$ cat src/rtl/fpu_pkg.sv
// fpu_pkg
// Shared definitions for the FPU issue path.
//   WB_LATENCY_DEF : default cycles from FPU issue to float-register write
//   FP_NOP         : instruction word driven to the FPU when nothing issues
//   busy_w()       : busy-counter width needed to hold a given latency
//   BUSY_W         : busy-counter width for the default latency
//   fp_op_t        : decoded instruction record kept in the hold register
package fpu_pkg;

  localparam int          WB_LATENCY_DEF = 5;
  localparam logic [31:0] FP_NOP         = 32'h0000_0013;

  function automatic int busy_w(input int lat);
    return (lat < 1) ? 1 : $clog2(lat + 1);
  endfunction

  localparam int BUSY_W = busy_w(WB_LATENCY_DEF);

  typedef struct packed {
    logic [31:0] inst;
    logic [4:0]  rs1;
    logic [4:0]  rs2;
    logic [4:0]  rd;
    logic        rs1_use;
    logic        rs2_use;
    logic        rd_write;
  } fp_op_t;

endpackage

$ cat src/rtl/fpu_busy_table.sv
// fpu_busy_table
// 32-entry table of float-register busy counters. A counter is loaded with
// LATENCY when an instruction writing that register issues, and every other
// nonzero counter counts down by one per cycle until the writeback lands.
// Ports:
//   clk, rst          clock, asynchronous active-high reset (clears all)
//   ld_en, ld_idx     load counter[ld_idx] with LATENCY this edge
//   rd_idx_a/b        combinational read addresses (source registers)
//   cnt_a/b           counter values before the coming edge
module fpu_busy_table
  import fpu_pkg::*;
#(
  parameter int LATENCY = WB_LATENCY_DEF,
  parameter int CNT_W   = busy_w(LATENCY)
) (
  input  logic             clk,
  input  logic             rst,
  input  logic             ld_en,
  input  logic [4:0]       ld_idx,
  input  logic [4:0]       rd_idx_a,
  input  logic [4:0]       rd_idx_b,
  output logic [CNT_W-1:0] cnt_a,
  output logic [CNT_W-1:0] cnt_b
);

  localparam logic [CNT_W-1:0] LOAD_VAL = CNT_W'(LATENCY);

  logic [CNT_W-1:0] cnt_q [32];

  // A load overrides the decrement, so a second writer to a busy register
  // restarts its countdown rather than extending it (single shared latency).
  always_ff @(posedge clk or posedge rst) begin
    if (rst) begin
      for (int i = 0; i < 32; i++) cnt_q[i] <= '0;
    end else begin
      for (int i = 0; i < 32; i++) begin
        if (ld_en && (ld_idx == 5'(i))) cnt_q[i] <= LOAD_VAL;
        else if (cnt_q[i] != '0)        cnt_q[i] <= cnt_q[i] - CNT_W'(1);
      end
    end
  end

  assign cnt_a = cnt_q[rd_idx_a];
  assign cnt_b = cnt_q[rd_idx_b];

endmodule

$ cat src/rtl/fpu_issue_scoreboard.sv
// fpu_issue_scoreboard
// Holds one decoded FP instruction and releases it to the FPU only when none
// of its float sources is still waiting on an in-flight writeback.
// Ports:
//   clk, rst                   clock, asynchronous active-high reset
//   in_valid / in_ready        offer / accept handshake from the front end
//   in_inst                    instruction word (rs1 [19:15], rs2 [24:20], rd [11:7])
//   in_frs1_use, in_frs2_use   instruction reads float rs1 / rs2
//   in_frd_write               instruction writes float rd
//   flush                      drop the held, not-yet-issued instruction
//   out_inst, out_valid        word to the FPU (NOP when not issuing), issue strobe
//   stall_cnt                  saturating count of hazard-stall cycles
// Build option:
//   FREG_BYPASS_EN  register file writes through, so a dependent may issue in
//                   the writeback cycle itself (hazard only while counter > 1).
module fpu_issue_scoreboard
  import fpu_pkg::*;
#(
  parameter int WB_LATENCY = WB_LATENCY_DEF
) (
  input  logic        clk,
  input  logic        rst,
  input  logic        in_valid,
  output logic        in_ready,
  input  logic [31:0] in_inst,
  input  logic        in_frs1_use,
  input  logic        in_frs2_use,
  input  logic        in_frd_write,
  input  logic        flush,
  output logic [31:0] out_inst,
  output logic        out_valid,
  output logic [15:0] stall_cnt
);

  localparam int CNT_W = busy_w(WB_LATENCY);

`ifdef FREG_BYPASS_EN
  localparam logic [CNT_W-1:0] HAZ_TH = CNT_W'(1);
`else
  localparam logic [CNT_W-1:0] HAZ_TH = CNT_W'(0);
`endif

  function automatic logic [15:0] sat_inc16(input logic [15:0] v);
    return (v == 16'hFFFF) ? v : v + 16'd1;
  endfunction

  fp_op_t           op_in;
  fp_op_t           op_p0;
  logic             vld_p0;
  logic             accept;
  logic             hazard;
  logic             issue;
  logic [CNT_W-1:0] cnt_rs1;
  logic [CNT_W-1:0] cnt_rs2;
  logic [15:0]      stall_q;

  always_comb begin
    op_in          = '0;
    op_in.inst     = in_inst;
    op_in.rs1      = in_inst[19:15];
    op_in.rs2      = in_inst[24:20];
    op_in.rd       = in_inst[11:7];
    op_in.rs1_use  = in_frs1_use;
    op_in.rs2_use  = in_frs2_use;
    op_in.rd_write = in_frd_write;
  end

  // The slot frees up in the same cycle its occupant issues, which is what
  // allows one issue per cycle with no bubbles.
  assign in_ready = !flush && (!vld_p0 || issue);
  assign accept   = in_valid && in_ready;

  // ---- stage p0: hold register ----
  always_ff @(posedge clk or posedge rst) begin
    if (rst)                 vld_p0 <= 1'b0;
    else if (accept)         vld_p0 <= 1'b1;
    else if (issue || flush) vld_p0 <= 1'b0;
  end

  always_ff @(posedge clk) begin
    if (accept) op_p0 <= op_in;
  end

  // Sources are checked against counters as they stand before the issue
  // edge, so an instruction never hazards on its own destination.
  fpu_busy_table #(
    .LATENCY (WB_LATENCY),
    .CNT_W   (CNT_W)
  ) u_busy (
    .clk      (clk),
    .rst      (rst),
    .ld_en    (issue && op_p0.rd_write),
    .ld_idx   (op_p0.rd),
    .rd_idx_a (op_p0.rs1),
    .rd_idx_b (op_p0.rs2),
    .cnt_a    (cnt_rs1),
    .cnt_b    (cnt_rs2)
  );

  assign hazard = (op_p0.rs1_use && (cnt_rs1 > HAZ_TH)) ||
                  (op_p0.rs2_use && (cnt_rs2 > HAZ_TH));
  assign issue  = vld_p0 && !hazard && !flush;

  // ---- stage p0 -> FPU: issue outputs ----
  assign out_valid = issue;
  assign out_inst  = issue ? op_p0.inst : FP_NOP;

  always_ff @(posedge clk or posedge rst) begin
    if (rst)                            stall_q <= 16'd0;
    else if (vld_p0 && hazard && !flush) stall_q <= sat_inc16(stall_q);
  end

  assign stall_cnt = stall_q;

endmodule

$ cat config.mk
export PLATFORM = sky130hd
export DESIGN_NAME = fpu_issue_scoreboard
export DESIGN_NICKNAME = d
export VERILOG_FILES = /design/src/rtl/fpu_pkg.sv /design/src/rtl/fpu_busy_table.sv /design/src/rtl/fpu_issue_scoreboard.sv
export SDC_FILE = /design/constraint.sdc
export NUM_CORES = 1
export LEC_CHECK = 0
export CORE_ASPECT_RATIO = 1.75
export CORE_UTILIZATION = 58
export DETAILED_ROUTE_END_ITERATION = 6
export GPL_TIMING_DRIVEN = 0
export PLACE_DENSITY = 0.81
export REMOVE_ABC_BUFFERS = 1
export SLEW_MARGIN = 20
export SYNTH_ARGS = -nofsm -noshare
export SYNTH_HDL_FRONTEND = slang
export SYNTH_SLANG_ARGS = --single-unit
$ cat constraint.sdc
create_clock -name clk -period 4.3 [get_ports clk]
set_input_delay 0.43 -clock clk [delete_from_list [all_inputs] [get_ports clk]]
set_output_delay 0.43 -clock clk [all_outputs]
set_load 0.1 [all_outputs]
* After elaboration in Yosys (flattened, before gate mapping)
Cells that the tools add are included.
** Storage, ports and cells
- Logic and storage cells :: 300
- Register bits after elaboration :: 163
- Output and inout port bits :: 50
- Input port bits :: 39
** Operators by class
- Muxes and demuxes :: 73
- Magnitude comparators :: 4
- Bitwise gates (word level) :: 3
- Reduce and logical (&&, ||, !) cells :: 114
- Eq/ne operators :: 32
- Add/sub/neg operators :: 33
** Operator list (number)
- 3-bit two-way mux :: 68
- 3-bit nonzero test :: 32
- 3-bit by 1-bit subtractor with 3-bit output, second input constant :: 32
- 5-bit == test, second input constant :: 16
- 2-bit nonzero test :: 33
- 1-bit logical AND :: 41
- 5-bit by 4-bit == test with 1-bit output, second input constant :: 8
- 32-bit two-way mux :: 1
- 3-bit binary-select mux with 5-bit select :: 2
- 5-bit by 3-bit == test with 1-bit output, second input constant :: 4
- 16-bit by 1-bit adder with 16-bit output, second input constant :: 1
- 16-bit == test, second input constant :: 1
- 6-bit greater-or-equal comparator, second input constant :: 2
- 5-bit NOT with 6-bit output :: 2
- 5-bit by 2-bit == test with 1-bit output, second input constant :: 2
- 3-bit by 1-bit > comparator with 1-bit output, second input constant :: 2
- 5-bit by 1-bit == test with 1-bit output, second input constant :: 1
- 5-bit zero test :: 1
- 1-bit zero test :: 3
- 1-bit logical OR :: 3
- 1-bit two-way mux :: 2
- 2-bit AND reduction :: 1
- 1-bit NOT :: 1

* Longest topological paths before layout
- Depth after elaboration :: 14
- Gate-level depth with buffers :: 12
- Gate-level depth less buffers :: 8

* By module
From an unflattened synthesis, not the netlist that was laid out.
** Second synthesis, totals
- Cells, all modules :: 775
- Area total of the unflattened synthesis :: 8999.9 sq um
** Modules (own cells, without submodules)
- fpu_busy_table :: instances 1, cells an instance 627, area each 6854.1 sq um, sequential area each 2402.3 sq um
- fpu_issue_scoreboard :: instances 1, cells an instance 148, area each 2145.8 sq um, sequential area each 1476.4 sq um

* Least setup slack after synthesis
Ideal clock, no wire load.
- Path type :: reg-to-reg
- Start point :: register, netlist name op_p0[34]
- End point :: register op_p0[0] (netlist name) (enable)
- Path slack :: -1003 ps
- Required time :: 3905 ps
- Arrival :: 4908 ps
- Setup time :: 395 ps
- Period minus slack after synthesis :: 5303 ps
- Buffers on the path :: 2
- Cell stages (with the launch flop) :: 11
- Cells stage by stage :: edfxtp_1 > buf_2 > mux4_2 > mux2_2 > or3_1 > o2111ai_1 > o311ai_1 > or2_1 > buf_2 > a21oi_1 > and2_1
** RTL lines
- end signal, assigned :: line fpu_issue_scoreboard.sv:81 : if (accept) op_p0 <= op_in;
- end, declared :: line fpu_issue_scoreboard.sv:48 : fp_op_t op_p0;

==> flow_results.org <==
** Timing
- At the pin with the least slew margin, the transition time is between 1000 and 1500 ps.
- Total of endpoints with negative setup slack in the final report :: 0
- Adding up every negative setup slack in the final design gives 0 ps.
- The count of endpoints failing hold in the final timing report was 0.
- Final Slew Violations :: 0
- Static timing analysis puts the maximum clock frequency at ~240 MHz.
- For the finished layout, the period the worst path requires is ~4200 ps.
- Across all hold checks on the routed design, the worst slack comes to 412 ps.
- Of the available clock period, the critical path in the final layout requires 0.987.
- In this run the tightest slew margin relative to its limit is 0.254.
- On the final layout, the worst clock skew is 10.8 ps.

** Finish
- Compared with the post-synthesis result, the final layout area differs by 24.9%.
- Share of layout cells above drive strength 1 :: 0.191
- Post-route cell area :: 10900 µm²
- The number of antenna diodes in the final layout is 0.
- The layout has 984 filler cells.
- The net count of the finished layout is 1043.

** Clock network
- In this run the clock root is driven by a sky130_fd_sc_hd__clkbuf_16.
- H-tree lvl count :: 4
- The later pin in the worst-skew pair is clocked with a latency of ~430 ps.
- Clock tree synthesis inserted a total of 17 buffers.
- Counting along the longest clock path gives a buffer depth of 2.
- TritonCTS built the clock tree.
- Counting every sink on the clock net gives 148.
- Clock-pin slew was measured on the worst setup and hold paths at 60 ps.

** Yosys
- For this run, the register share of the synthesized area comes to 0.444.
- By area, the combinational part of the netlist is dominated by simple AND/OR/NAND/NOR gates.
- The synthesized netlist contains 52 unique library cells.
- Share of the synthesized area in the top cell type :: 0.324
- sky130_fd_sc_hd__dfrtp_1 takes more of the synthesized area than any other cell.
- After synthesis the cells add up to around 8700 µm².
- Average footprint of a synthesized cell :: around 10 µm²
- Synth warn :: 0
- Of the total synthesized cell area, the portion taken by full adders, half adders and majority gates is 0.0931.
- Of the post-synthesis cell area, the part taken by muxes is 0.0805.
- Simple-gate area share of the yosys netlist :: 0.145
- Main area contributors after synthesis :: sky130_fd_sc_hd__dfrtp_1 (32%), sky130_fd_sc_hd__edfxtp_1 (12%), sky130_fd_sc_hd__ha_1 (9.3%), sky130_fd_sc_hd__a31o_1 (6.0%), sky130_fd_sc_hd__mux2_2 (4.6%)
- Post-synthesis compound-gate area fraction :: 0.134
- Synthesis produced 834 cells.
- After synthesis the netlist holds a flip-flop and latch count of between 100 and 150.
- Of the total synthesized cell area, the portion taken by XOR and XNOR cells is 0.0471.

** Floorplanning
- The initial utilization of the core area, before any placement, comes to 0.591.
- 89 I/O pins were placed.
- Total number of placement rows :: 59
- From bottom edge to top edge, the die measures 164 µm.
- The floorplan step set the die width to 94.7 µm.
- Die Footprint :: about 16000 µm²
- The core region is 14800 µm².

** Routing
- Avg Vias per Cell :: 6.20
- Detailed-route via count :: 7033
- In this run the remaining antenna-violating nets after routing total 0.
- The first detailed-routing pass ran for 5 iterations.
- Wire segments on met3 add up to 1.50 mm in the final route.
- First-iteration detailed-routing DRC count :: 463
- Drt drc :: 0
- In this run the top signal layer used is met4.
- After detailed routing, the met2 layer carries 12.4 mm of wire.
- In the final routing, the length of wire on met1 measures 7.37 mm.
- After detailed routing, the average wire length per cell comes to 19.8 µm.
- Post-detailed-routing wire length :: 22.4 mm

** Setup path
- Setup crit start kind :: flop
- Data arrival, critical path :: 3820 ps
- Longest individual stage delay on the worst path :: 520 ps
- The worst setup path is captured at an output port.
- CP required :: 3870 ps
- The most numerous cell type found on the critical path is sky130_fd_sc_hd__buf_16.
- The signal on the critical path passes through buf_6, mux4_2, mux2_2, or3_1, o2111ai_2, o311ai_2, or2_4, nor2_4, buf_12, buf_16, buf_16, buf_16, and2_4, buf_12.
- Highest-delay cell along the critical path :: sky130_fd_sc_hd__mux4_2
- Number of buffers and inverters on the critical path :: 6
- The critical path in this run is classified as reg -> out.
- Cell class contributing the biggest share of worst-path delay :: simple AND/OR/NAND/NOR gates
- Top fanout value on the critical path :: 13
- Setup slack of the worst register-to-register path :: roughly 540 ps

** Place
- In this run the cell area measured after placement is ~9800 µm².
- Placer congestion estimate :: between 0.8 and 0.9
- The count of buffers added on input and output ports is between 80 and 90.
- DPL Wire Length :: 13.7 mm

** GRT
- Entering global routing, the biggest net connects 66 pins.
- Global routing finished with a remaining overflow of 0.
- Number of antenna violations at the first check in global routing :: 0
- In the global route stage, overall resource usage came out at 0.296.
- The first global-routing pass estimated approximately 35 mm of wire.
- Via count of the first global-routing pass :: 7497

** Pwr
- Summed over all cells, the static leakage comes to 4.79 nW.
- Largest vdd supply drop :: 0.358 mV
- Power density relative to cell area :: 694 nW/µm²

** Status
- The flow ran to the end, and the final reports show no timing, DRC or antenna violations.

** Worst hold path
- The path class of the tightest hold or removal check is in -> async.

** Flow run
- Across the run, the number of max-cap violations was 0.
## worst reg2reg max path, cell delays in order (launching register included)
cell and delay, ps:
sky130_fd_sc_hd__edfxtp_1 380, sky130_fd_sc_hd__buf_6 150, sky130_fd_sc_hd__mux4_2 520, sky130_fd_sc_hd__mux2_2 280, sky130_fd_sc_hd__or3_1 370, sky130_fd_sc_hd__o2111ai_2 210, sky130_fd_sc_hd__o311ai_2 160, sky130_fd_sc_hd__buf_4 180
sky130_fd_sc_hd__buf_4 130, sky130_fd_sc_hd__o21ai_1 850, sky130_fd_sc_hd__mux2_2 430
## timing repair
| action | in CTS | in global routing |
|---|---|---|
| setup buffers | 18 | 9 |
| hold buffers | 0 | 0 |
| endpoints found under the setup margin | 34 | 29 |
| gates resized for setup | 191 | 38 |
| pin swaps | 2 | 1 |
| gates cloned | 3 | 0 |
## metal layers
metal / vias up / track usage
met1: 3427 / 0.283
met3: 100 / 0.0741
li1: 3173 / -
met4: 0 / 0.174
met5: - / 0
met2: 333 / 0.552
## flip-flops by register name (all words and copies together), names as in the netlist
register      cells
vld_p0            1
op_p0            35
stall_cnt        16
u_busy.cnt_q     96
## cell families (layout without fill, tap and decap cells)
family,Yosys count,after routing
compound gates,161,161
xor+xnor,47,47
fa+ha+maj,65,65
buf+inv,113,231
flops,148,148
mux,52,52
simple gates,248,248
## Yosys cell counts (all sizes together)
cell type  instances
a221oi             1
and4               1
nor3b              5
nor3              37
mux2              36
ha                65
a2111o             1
nor2              91
nor2b             33
o21ai              5
a311oi             1
nand2             15
o311a              1
or2                1
xor2              14
dfrtp            113
mux2i              5
buf               17
or3                4
nand4              4
o31a               2
a211oi             2
a32oi              2
and3               9
mux4              11
nand3              2
o311ai             2
and3b              3
a31oi             32
o22ai              4
and2              25
clkbuf            26
o32ai              2
xnor2             33
o221ai             1
a21oi             36
or4                1
a2111oi            3
a31o              64
nand2b             8
edfxtp            35
inv               70
nor4               9
o2111ai            2
## through the flow
step | total power, mW | setup slack [ps] | util | cells
detailed placement | 5.76 | -1360 | 0.667 | 1073
global route | 8.10 | -76.2 | 0.739 | 1135
global placement | 5.57 | -2500 | 0.651 | 1062
finish | 7.58 | 54.6 | 0.739 | 1135
CTS | 7.47 | 0.697 | 0.728 | 1126
floorplan | 5.08 | -1160 | - | 791
## where the power goes
part,total (mW),internal (mW),switching [mW]
Clock,1.56,0.955,0.605
Combinational,3.49,1.74,1.76
Sequential,2.52,1.99,0.533
## final cells by class
cell class	count	area, µm²	share of cell area
inverters	70	268	0.0245
multi-input cells	573	4440	0.407
flip-flops and latches	148	3880	0.356
clock inverters	8	83.8	0.00768
well taps	183	229	0.0210
repair buffers	129	1460	0.134
clock buffers	24	547	0.0501
## path summary, 6_finish.rpt
kind | endpoint | start | cells after the start
max in group asynchronous | u_busy.cnt_q[32] | rst | 3
min in group clk | stall_cnt[7] | stall_cnt[7] | 1
setup / recovery | out_inst[29] | op_p0[34] | 14
hold reg to reg | stall_cnt[7] | stall_cnt[7] | 1
setup reg to reg | stall_cnt[1] | op_p0[34] | 10
hold / removal | u_busy.cnt_q[18] | rst | 2
## cells in the final DEF (no fill, tap or decap), types with 5 or more instances in the layout
cell | Yosys | final
sky130_fd_sc_hd__nor2b_1 | 33 | 33
sky130_fd_sc_hd__mux2i_1 | 5 | 5
sky130_fd_sc_hd__a31oi_1 | 32 | 32
sky130_fd_sc_hd__xor2_1 | 14 | 14
sky130_fd_sc_hd__a31o_1 | 60 | 60
sky130_fd_sc_hd__nor3_1 | 37 | 36
sky130_fd_sc_hd__buf_4 | 3 | 35
sky130_fd_sc_hd__clkbuf_2 | 1 | 5
sky130_fd_sc_hd__nor4_1 | 9 | 8
sky130_fd_sc_hd__edfxtp_1 | 35 | 35
sky130_fd_sc_hd__and3_1 | 9 | 9
sky130_fd_sc_hd__clkbuf_16 | 0 | 21
sky130_fd_sc_hd__nand2b_1 | 8 | 8
sky130_fd_sc_hd__a21oi_1 | 36 | 36
sky130_fd_sc_hd__nor2_1 | 90 | 89
sky130_fd_sc_hd__clkdlybuf4s50_1 | 0 | 54
sky130_fd_sc_hd__mux4_2 | 11 | 11
sky130_fd_sc_hd__and2_1 | 25 | 12
sky130_fd_sc_hd__clkdlybuf4s15_2 | 0 | 5
sky130_fd_sc_hd__buf_12 | 0 | 14
sky130_fd_sc_hd__and2_4 | 0 | 12
sky130_fd_sc_hd__nand2_1 | 15 | 15
sky130_fd_sc_hd__inv_1 | 70 | 69
sky130_fd_sc_hd__mux2_2 | 36 | 36
sky130_fd_sc_hd__ha_1 | 65 | 65
sky130_fd_sc_hd__buf_16 | 0 | 5
sky130_fd_sc_hd__xnor2_1 | 33 | 33
sky130_fd_sc_hd__dfrtp_1 | 113 | 113
sky130_fd_sc_hd__buf_2 | 4 | 5
No activity file was read; power rests on OpenSTA's default activity.
